**src/rtl/conv_8x32_pkg.sv**
```systemverilog
// Shared types and defaults for the conv_8x32 max-pooling stage.
package conv_8x32_pkg;

   // Default element width of the conv_8x32 result stream.
   localparam int unsigned CONV_DATA_WIDTH = 8;

   // Default number of elements per pooling window.
   localparam int unsigned CONV_WINDOW = 4;

   // Index width that goes with the default window.
   localparam int unsigned CONV_IDX_WIDTH = $clog2(CONV_WINDOW);

   // Pooling FSM: collect a window, then present its result.
   typedef enum logic [0:0] {
      ACCUM = 1'b0,
      HOLD  = 1'b1
   } pool_state_t;

   // Result record for consumers using the default geometry.
   typedef struct packed {
      logic [CONV_DATA_WIDTH-1:0] max;
      logic [CONV_IDX_WIDTH-1:0]  idx;
   } pool_result_t;

   // Bundles a max value and its index into one result record.
   function automatic pool_result_t pool_pack(
      input logic [CONV_DATA_WIDTH-1:0] max_v,
      input logic [CONV_IDX_WIDTH-1:0]  idx_v
   );
      pool_result_t res;
      res.max = max_v;
      res.idx = idx_v;
      return res;
   endfunction

endpackage

```
**src/rtl/conv_8x32_comp_less.sv**
```systemverilog
// Unsigned magnitude comparator: d_out is high when a_in is strictly below b_in.
// Strictly-less means an equal newcomer never displaces the running maximum.
module conv_8x32_comp_less
   import conv_8x32_pkg::*;
#(
   parameter int unsigned DATA_WIDTH = CONV_DATA_WIDTH
) (
   input  logic [DATA_WIDTH-1:0] a_in,
   input  logic [DATA_WIDTH-1:0] b_in,
   output logic                  d_out
);

   assign d_out = (a_in < b_in);

endmodule

```
**src/rtl/conv_8x32_max_pool.sv**
```systemverilog
// Streaming max-pool over fixed windows of WINDOW unsigned elements.
// Emits {max, index-of-first-max} per window, then waits for the consumer.
module conv_8x32_max_pool
   import conv_8x32_pkg::*;
#(
   parameter int unsigned DATA_WIDTH = CONV_DATA_WIDTH,
   parameter int unsigned WINDOW     = CONV_WINDOW
) (
   input  logic                          clk,
   input  logic                          rst,
   input  logic                          clr,
   input  logic                          in_valid,
   output logic                          in_ready,
   input  logic [DATA_WIDTH-1:0]         in_data,
   output logic                          out_valid,
   input  logic                          out_ready,
   output logic [DATA_WIDTH-1:0]         out_max,
   output logic [$clog2(WINDOW)-1:0]     out_idx
);

   localparam int unsigned IDX_WIDTH = $clog2(WINDOW);
   localparam logic [IDX_WIDTH-1:0]  CNT_ZERO  = {IDX_WIDTH{1'b0}};
   localparam logic [IDX_WIDTH-1:0]  CNT_ONE   = IDX_WIDTH'(1);
   localparam logic [IDX_WIDTH-1:0]  CNT_LAST  = IDX_WIDTH'(WINDOW - 1);
   localparam logic [DATA_WIDTH-1:0] DATA_ZERO = {DATA_WIDTH{1'b0}};

   pool_state_t           state_q;
   logic [IDX_WIDTH-1:0]  cnt_q;
   logic [IDX_WIDTH-1:0]  cnt_d;
   logic [DATA_WIDTH-1:0] max_q;
   logic [DATA_WIDTH-1:0] max_d;
   logic [IDX_WIDTH-1:0]  idx_q;
   logic [IDX_WIDTH-1:0]  idx_d;
   logic                  in_ready_q;
   logic                  out_valid_q;

   logic                  in_accum_s;
   logic                  accept_s;
   logic                  abort_s;
   logic                  last_s;
   logic                  less_s;

   // Running max is compared against each new element after the first.
   conv_8x32_comp_less #(
      .DATA_WIDTH (DATA_WIDTH)
   ) u_comp_less (
      .a_in  (max_q),
      .b_in  (in_data),
      .d_out (less_s)
   );

   // clr wins over a same-cycle input, so an aborting cycle never accepts.
   assign in_accum_s = (state_q == ACCUM);
   assign abort_s    = in_accum_s & clr;
   assign accept_s   = in_accum_s & in_valid & ~clr;
   assign last_s     = (cnt_q == CNT_LAST);

   // Next-state of the counter and the running max/index registers.
   always_comb begin
      cnt_d = cnt_q;
      max_d = max_q;
      idx_d = idx_q;
      if (accept_s) begin
         if ((cnt_q == CNT_ZERO) || less_s) begin
            max_d = in_data;
            idx_d = cnt_q;
         end else begin
            max_d = max_q;
            idx_d = idx_q;
         end
         if (last_s) begin
            cnt_d = CNT_ZERO;
         end else begin
            cnt_d = cnt_q + CNT_ONE;
         end
      end else if (abort_s) begin
         cnt_d = CNT_ZERO;
      end else begin
         cnt_d = cnt_q;
      end
   end

   // Pooling FSM with registered handshake outputs and datapath registers.
   always_ff @(posedge clk) begin
      if (rst) begin
         state_q     <= ACCUM;
         cnt_q       <= CNT_ZERO;
         max_q       <= DATA_ZERO;
         idx_q       <= CNT_ZERO;
         in_ready_q  <= 1'b1;
         out_valid_q <= 1'b0;
      end else begin
         cnt_q <= cnt_d;
         max_q <= max_d;
         idx_q <= idx_d;
         case (state_q)
            ACCUM: begin
               if (accept_s && last_s) begin
                  state_q     <= HOLD;
                  in_ready_q  <= 1'b0;
                  out_valid_q <= 1'b1;
               end else begin
                  state_q     <= ACCUM;
                  in_ready_q  <= 1'b1;
                  out_valid_q <= 1'b0;
               end
            end
            HOLD: begin
               if (out_ready) begin
                  state_q     <= ACCUM;
                  in_ready_q  <= 1'b1;
                  out_valid_q <= 1'b0;
               end else begin
                  state_q     <= HOLD;
                  in_ready_q  <= 1'b0;
                  out_valid_q <= 1'b1;
               end
            end
            default: begin
               state_q     <= ACCUM;
               in_ready_q  <= 1'b1;
               out_valid_q <= 1'b0;
            end
         endcase
      end
   end

   assign in_ready  = in_ready_q;
   assign out_valid = out_valid_q;
   assign out_max   = max_q;
   assign out_idx   = idx_q;

endmodule

```
**config.mk**
```make
export PLATFORM = sky130hd
export DESIGN_NAME = conv_8x32_max_pool
export DESIGN_NICKNAME = d
export VERILOG_FILES = /design/src/rtl/conv_8x32_pkg.sv /design/src/rtl/conv_8x32_comp_less.sv /design/src/rtl/conv_8x32_max_pool.sv
export SDC_FILE = /design/constraint.sdc
export NUM_CORES = 1
export LEC_CHECK = 0
export ABC_CLOCK_PERIOD_IN_PS = 2000
export CAP_MARGIN = 20
export CORE_ASPECT_RATIO = 0.7
export CORE_MARGIN = 10
export CORE_UTILIZATION = 25
export DETAILED_ROUTE_END_ITERATION = 12
export REMOVE_ABC_BUFFERS = 1
export SYNTH_ARGS = -nofsm -noshare
export SYNTH_HDL_FRONTEND = slang
export SYNTH_SLANG_ARGS = --single-unit
```
**constraint.sdc**
```tcl
create_clock -name clk -period 2 [get_ports clk]
set_input_delay 0.2 -clock clk [delete_from_list [all_inputs] [get_ports clk]]
set_output_delay 0.2 -clock clk [all_outputs]
set_load 0.005 [all_outputs]
```
==> results.sh <==
export IMPL_grt_pass1_vias=702
export IMPL_routedWlPerCell_um=12.3
export IMPL_drc=0
export IMPL_tightest_slew_ns=0.575
export IMPL_fin_worst_skew_ns=0.00261
export IMPL_grt_start_max_net_pins=24
export IMPL_crit_fanout=6
export IMPL_track_usage=0.0669
export IMPL_grt_pass1_wl_um=3130
export IMPL_gr_total_overflow=0
export IMPL_antenna_found_initial=0
export IMPL_worst_r2r_cell_count=5
export IMPL_nets=139
export IMPL_timing_hold_ws_ns=0.474
export IMPL_io_buffers=24
export IMPL_insertion_delay_ns=0.24
export IMPL_finalHoldViolCount=0
export IMPL_dieArea_um2=6040
export IMPL_cts_setup_buffers=0
export IMPL_final_min_clock_period_ns=1.80
export IMPL_relSlewSlack=0.616
export IMPL_synth_area_um2=826
export IMPL_initial_core_util=0.261
export IMPL_clock_sinks=14
export IMPL_critical_path_top_delay_family="buffers and inverters"
export IMPL_r2r_start="out_max[1]"
export IMPL_vias=656
export IMPL_synthToLayoutAreaGrowth_pct=40.3
export IMPL_slowest_delay_ns=0.47
export IMPL_p_leak_nw=0.475
export IMPL_rrSetupSlack_ns=0.35
export IMPL_place_gp_congestion=0.710
export IMPL_diodes=0
export IMPL_setup_viol=0
export IMPL_startpoint="in_data[1]"
export IMPL_rsz0062_at_grt="false"
export IMPL_crit_required_ns=2.17
export IMPL_rr_endpoint="out_max[5]"
export IMPL_finalCritPeriodShare=0.900
export IMPL_firstDrtPassIters=2
export IMPL_synth_top_area_cell="dfxtp_1"
export IMPL_yosys_area_top_type_share=0.339
export IMPL_synth_seq_area_share=0.339
export IMPL_fmax_mhz=556
export IMPL_drive_gt1_frac=0.0696
export IMPL_critical_path_cell_chain="clkdlybuf4s50_1 -> inv_1 -> ha_1 -> a2111o_1 -> a211oi_2 -> buf_4 -> mux2i_1"
export IMPL_io_pins=25
export IMPL_cts_made_buffers=3
export IMPL_drt_iter0_markers=12
export IMPL_synth_edf_count=0
export IMPL_hold_path_startpoint="out_idx[1]"
export IMPL_ir_worst_vdd_mv=0.272
export IMPL_endpoint_kind="flip-flop"
export IMPL_root_buffer="clkbuf_8"
export IMPL_cts_path_max_buffers=2
export IMPL_postCtsHoldBufs=0
export IMPL_viasPerCell=4.29
export IMPL_slew_viol_final=0
export IMPL_cts_resized=0
export IMPL_wirelength_um=1890
export IMPL_syn_inst=88
export IMPL_worstPathArrival_ns=1.97
export IMPL_post_place_cells=150
export IMPL_cp_slowest_cell="clkdlybuf4s50_1"
export IMPL_worstHoldEndpoint="out_idx[1]"
export IMPL_htree_num_levels=1
export IMPL_outcome="finished clean"
export IMPL_synth_ff_type="dfxtp_1"
export IMPL_dp_hpwl_um=1550
export IMPL_synth_cell_type_count=21
export IMPL_maxCapViolations=0
export IMPL_cts_tree="built"
export IMPL_ys_top_cells_by_area="dfxtp_1 (34%), ha_1 (14%), nand2b_1 (14%)"
export IMPL_path_buf_inv=3
export IMPL_clk_pin_slew_ns=0.06
export IMPL_cp_start_kind="input port"
export IMPL_synthArstFlopShare=0
export IMPL_ys_warn_count=0
export IMPL_fp_coreArea_um2=3170
export IMPL_rows=17
export IMPL_hold_depth=2
export IMPL_die_y_um=68.1
export IMPL_ant_nets=0
export IMPL_layout_cells_non_filler=153
export IMPL_hp_class="reg -> reg"
export IMPL_syn_avg_cell_area_um2=9.38
export IMPL_die_w_um=88.7
export IMPL_ys_ff_latch=14
export IMPL_path_class="in -> reg"
export IMPL_p_per_area_nw_per_um2=554
cell type report:
type	count	area [µm²]
Tap cell	38	47.5
Fill cell	321	2010
Clock buffer	3	41.3
Sequential cell	14	280
Multi-Input combinational cell	60	485
Timing Repair Buffer	27	263
Inverter	11	41.3
how the worst max path moves through the flow:
stage                  to  cells after the start  slack (ns)
3_3_place_gp   out_idx[0]                      7       -0.03
6_report       out_max[5]                      7        0.20
5_1_grt        out_max[5]                      7        0.09
4_1_cts        out_max[5]                      7        0.18
3_5_place_dp   out_max[5]                      7       -0.09
2_1_floorplan  out_idx[0]                      4        0.05
worst register-to-register path, delay by kind of cell (launching register included):
family                     cells  cell delay, ns
DFF                            1            0.36
muxes                          1            0.19
buffers and inverters          1            0.21
AOI/OAI and AO/OA              2            0.58
adders and majority gates      1            0.24
state kept, by name, summed over array words and instances (netlist names):
register / count
out_max: 8
cnt_q: 2
in_ready: 1
out_valid: 1
out_idx: 2
logic make-up (layout without fill, tap and decap cells):
| family | count (synthesis) | count (layout) | share of synthesized area |
|---|---|---|---|
| compound gates | 10 | 10 | 0.0894 |
| mux | 11 | 11 | 0.133 |
| fa+ha+maj | 9 | 9 | 0.136 |
| flops | 14 | 14 | 0.339 |
| simple gates | 30 | 30 | 0.229 |
| buf+inv | 14 | 41 | 0.0727 |
per-stage QoR:
step | utilization | instance area, µm² | power [W] | setup slack, ns | setup TNS [ns]
CTS | 0.366 | 1160 | 0.000653 | 0.178 | 0
finish | 0.366 | 1160 | 0.000642 | 0.200 | 0
global route | 0.366 | 1160 | 0.000680 | 0.0933 | 0
floorplan | - | 807 | 0.000356 | 0.0518 | 0
detailed placement | 0.353 | 1120 | 0.000421 | -0.0850 | -0.520
global placement | 0.353 | 1120 | 0.000419 | -0.0280 | -0.195
cells in the mapped netlist, drive strengths merged, types with 2 or more instances:
cell type  number
nand2b         19
dfxtp          14
inv            11
mux2i          11
ha              9
nor2            4
a211oi          2
a21oi           2
a22oi           2
clkbuf          2
nand3b          2
o21ai           2
or2b            2
routing by layer:
layer	vias to the layer above	global-route usage	part of all wire
met5	-	0	0
met4	0	0.0361	0.023
met3	4	0.0380	0.094
met2	15	0.105	0.44
met1	292	0.0713	0.44
li1	345	-	-
power by group:
| part | total, W | leakage, nW | internal, W | switching (W) |
|---|---|---|---|---|
| clock | 0.000228 | 0.0216 | 0.000133 | 0.0000945 |
| sequential | 0.000299 | 0.114 | 0.000289 | 0.00000926 |
| combinational | 0.000116 | 0.339 | 0.0000715 | 0.0000442 |
| total | 0.000642 | 0.475 | 0.000494 | 0.000148 |
layout by cell type, fill, tap and decap left out, types with 2 or more instances in the layout:
master,netlist,final
nand2b_1,18,18
inv_1,11,11
nand3b_1,2,2
mux2i_1,11,11
dfxtp_1,14,14
or2b_1,2,2
o21ai_0,2,2
nor2_1,4,4
buf_4,0,3
a22oi_1,2,2
clkbuf_8,0,3
clkdlybuf4s50_1,0,24
ha_1,9,9
a21oi_1,2,2
No activity file was read; power rests on OpenSTA's default activity.
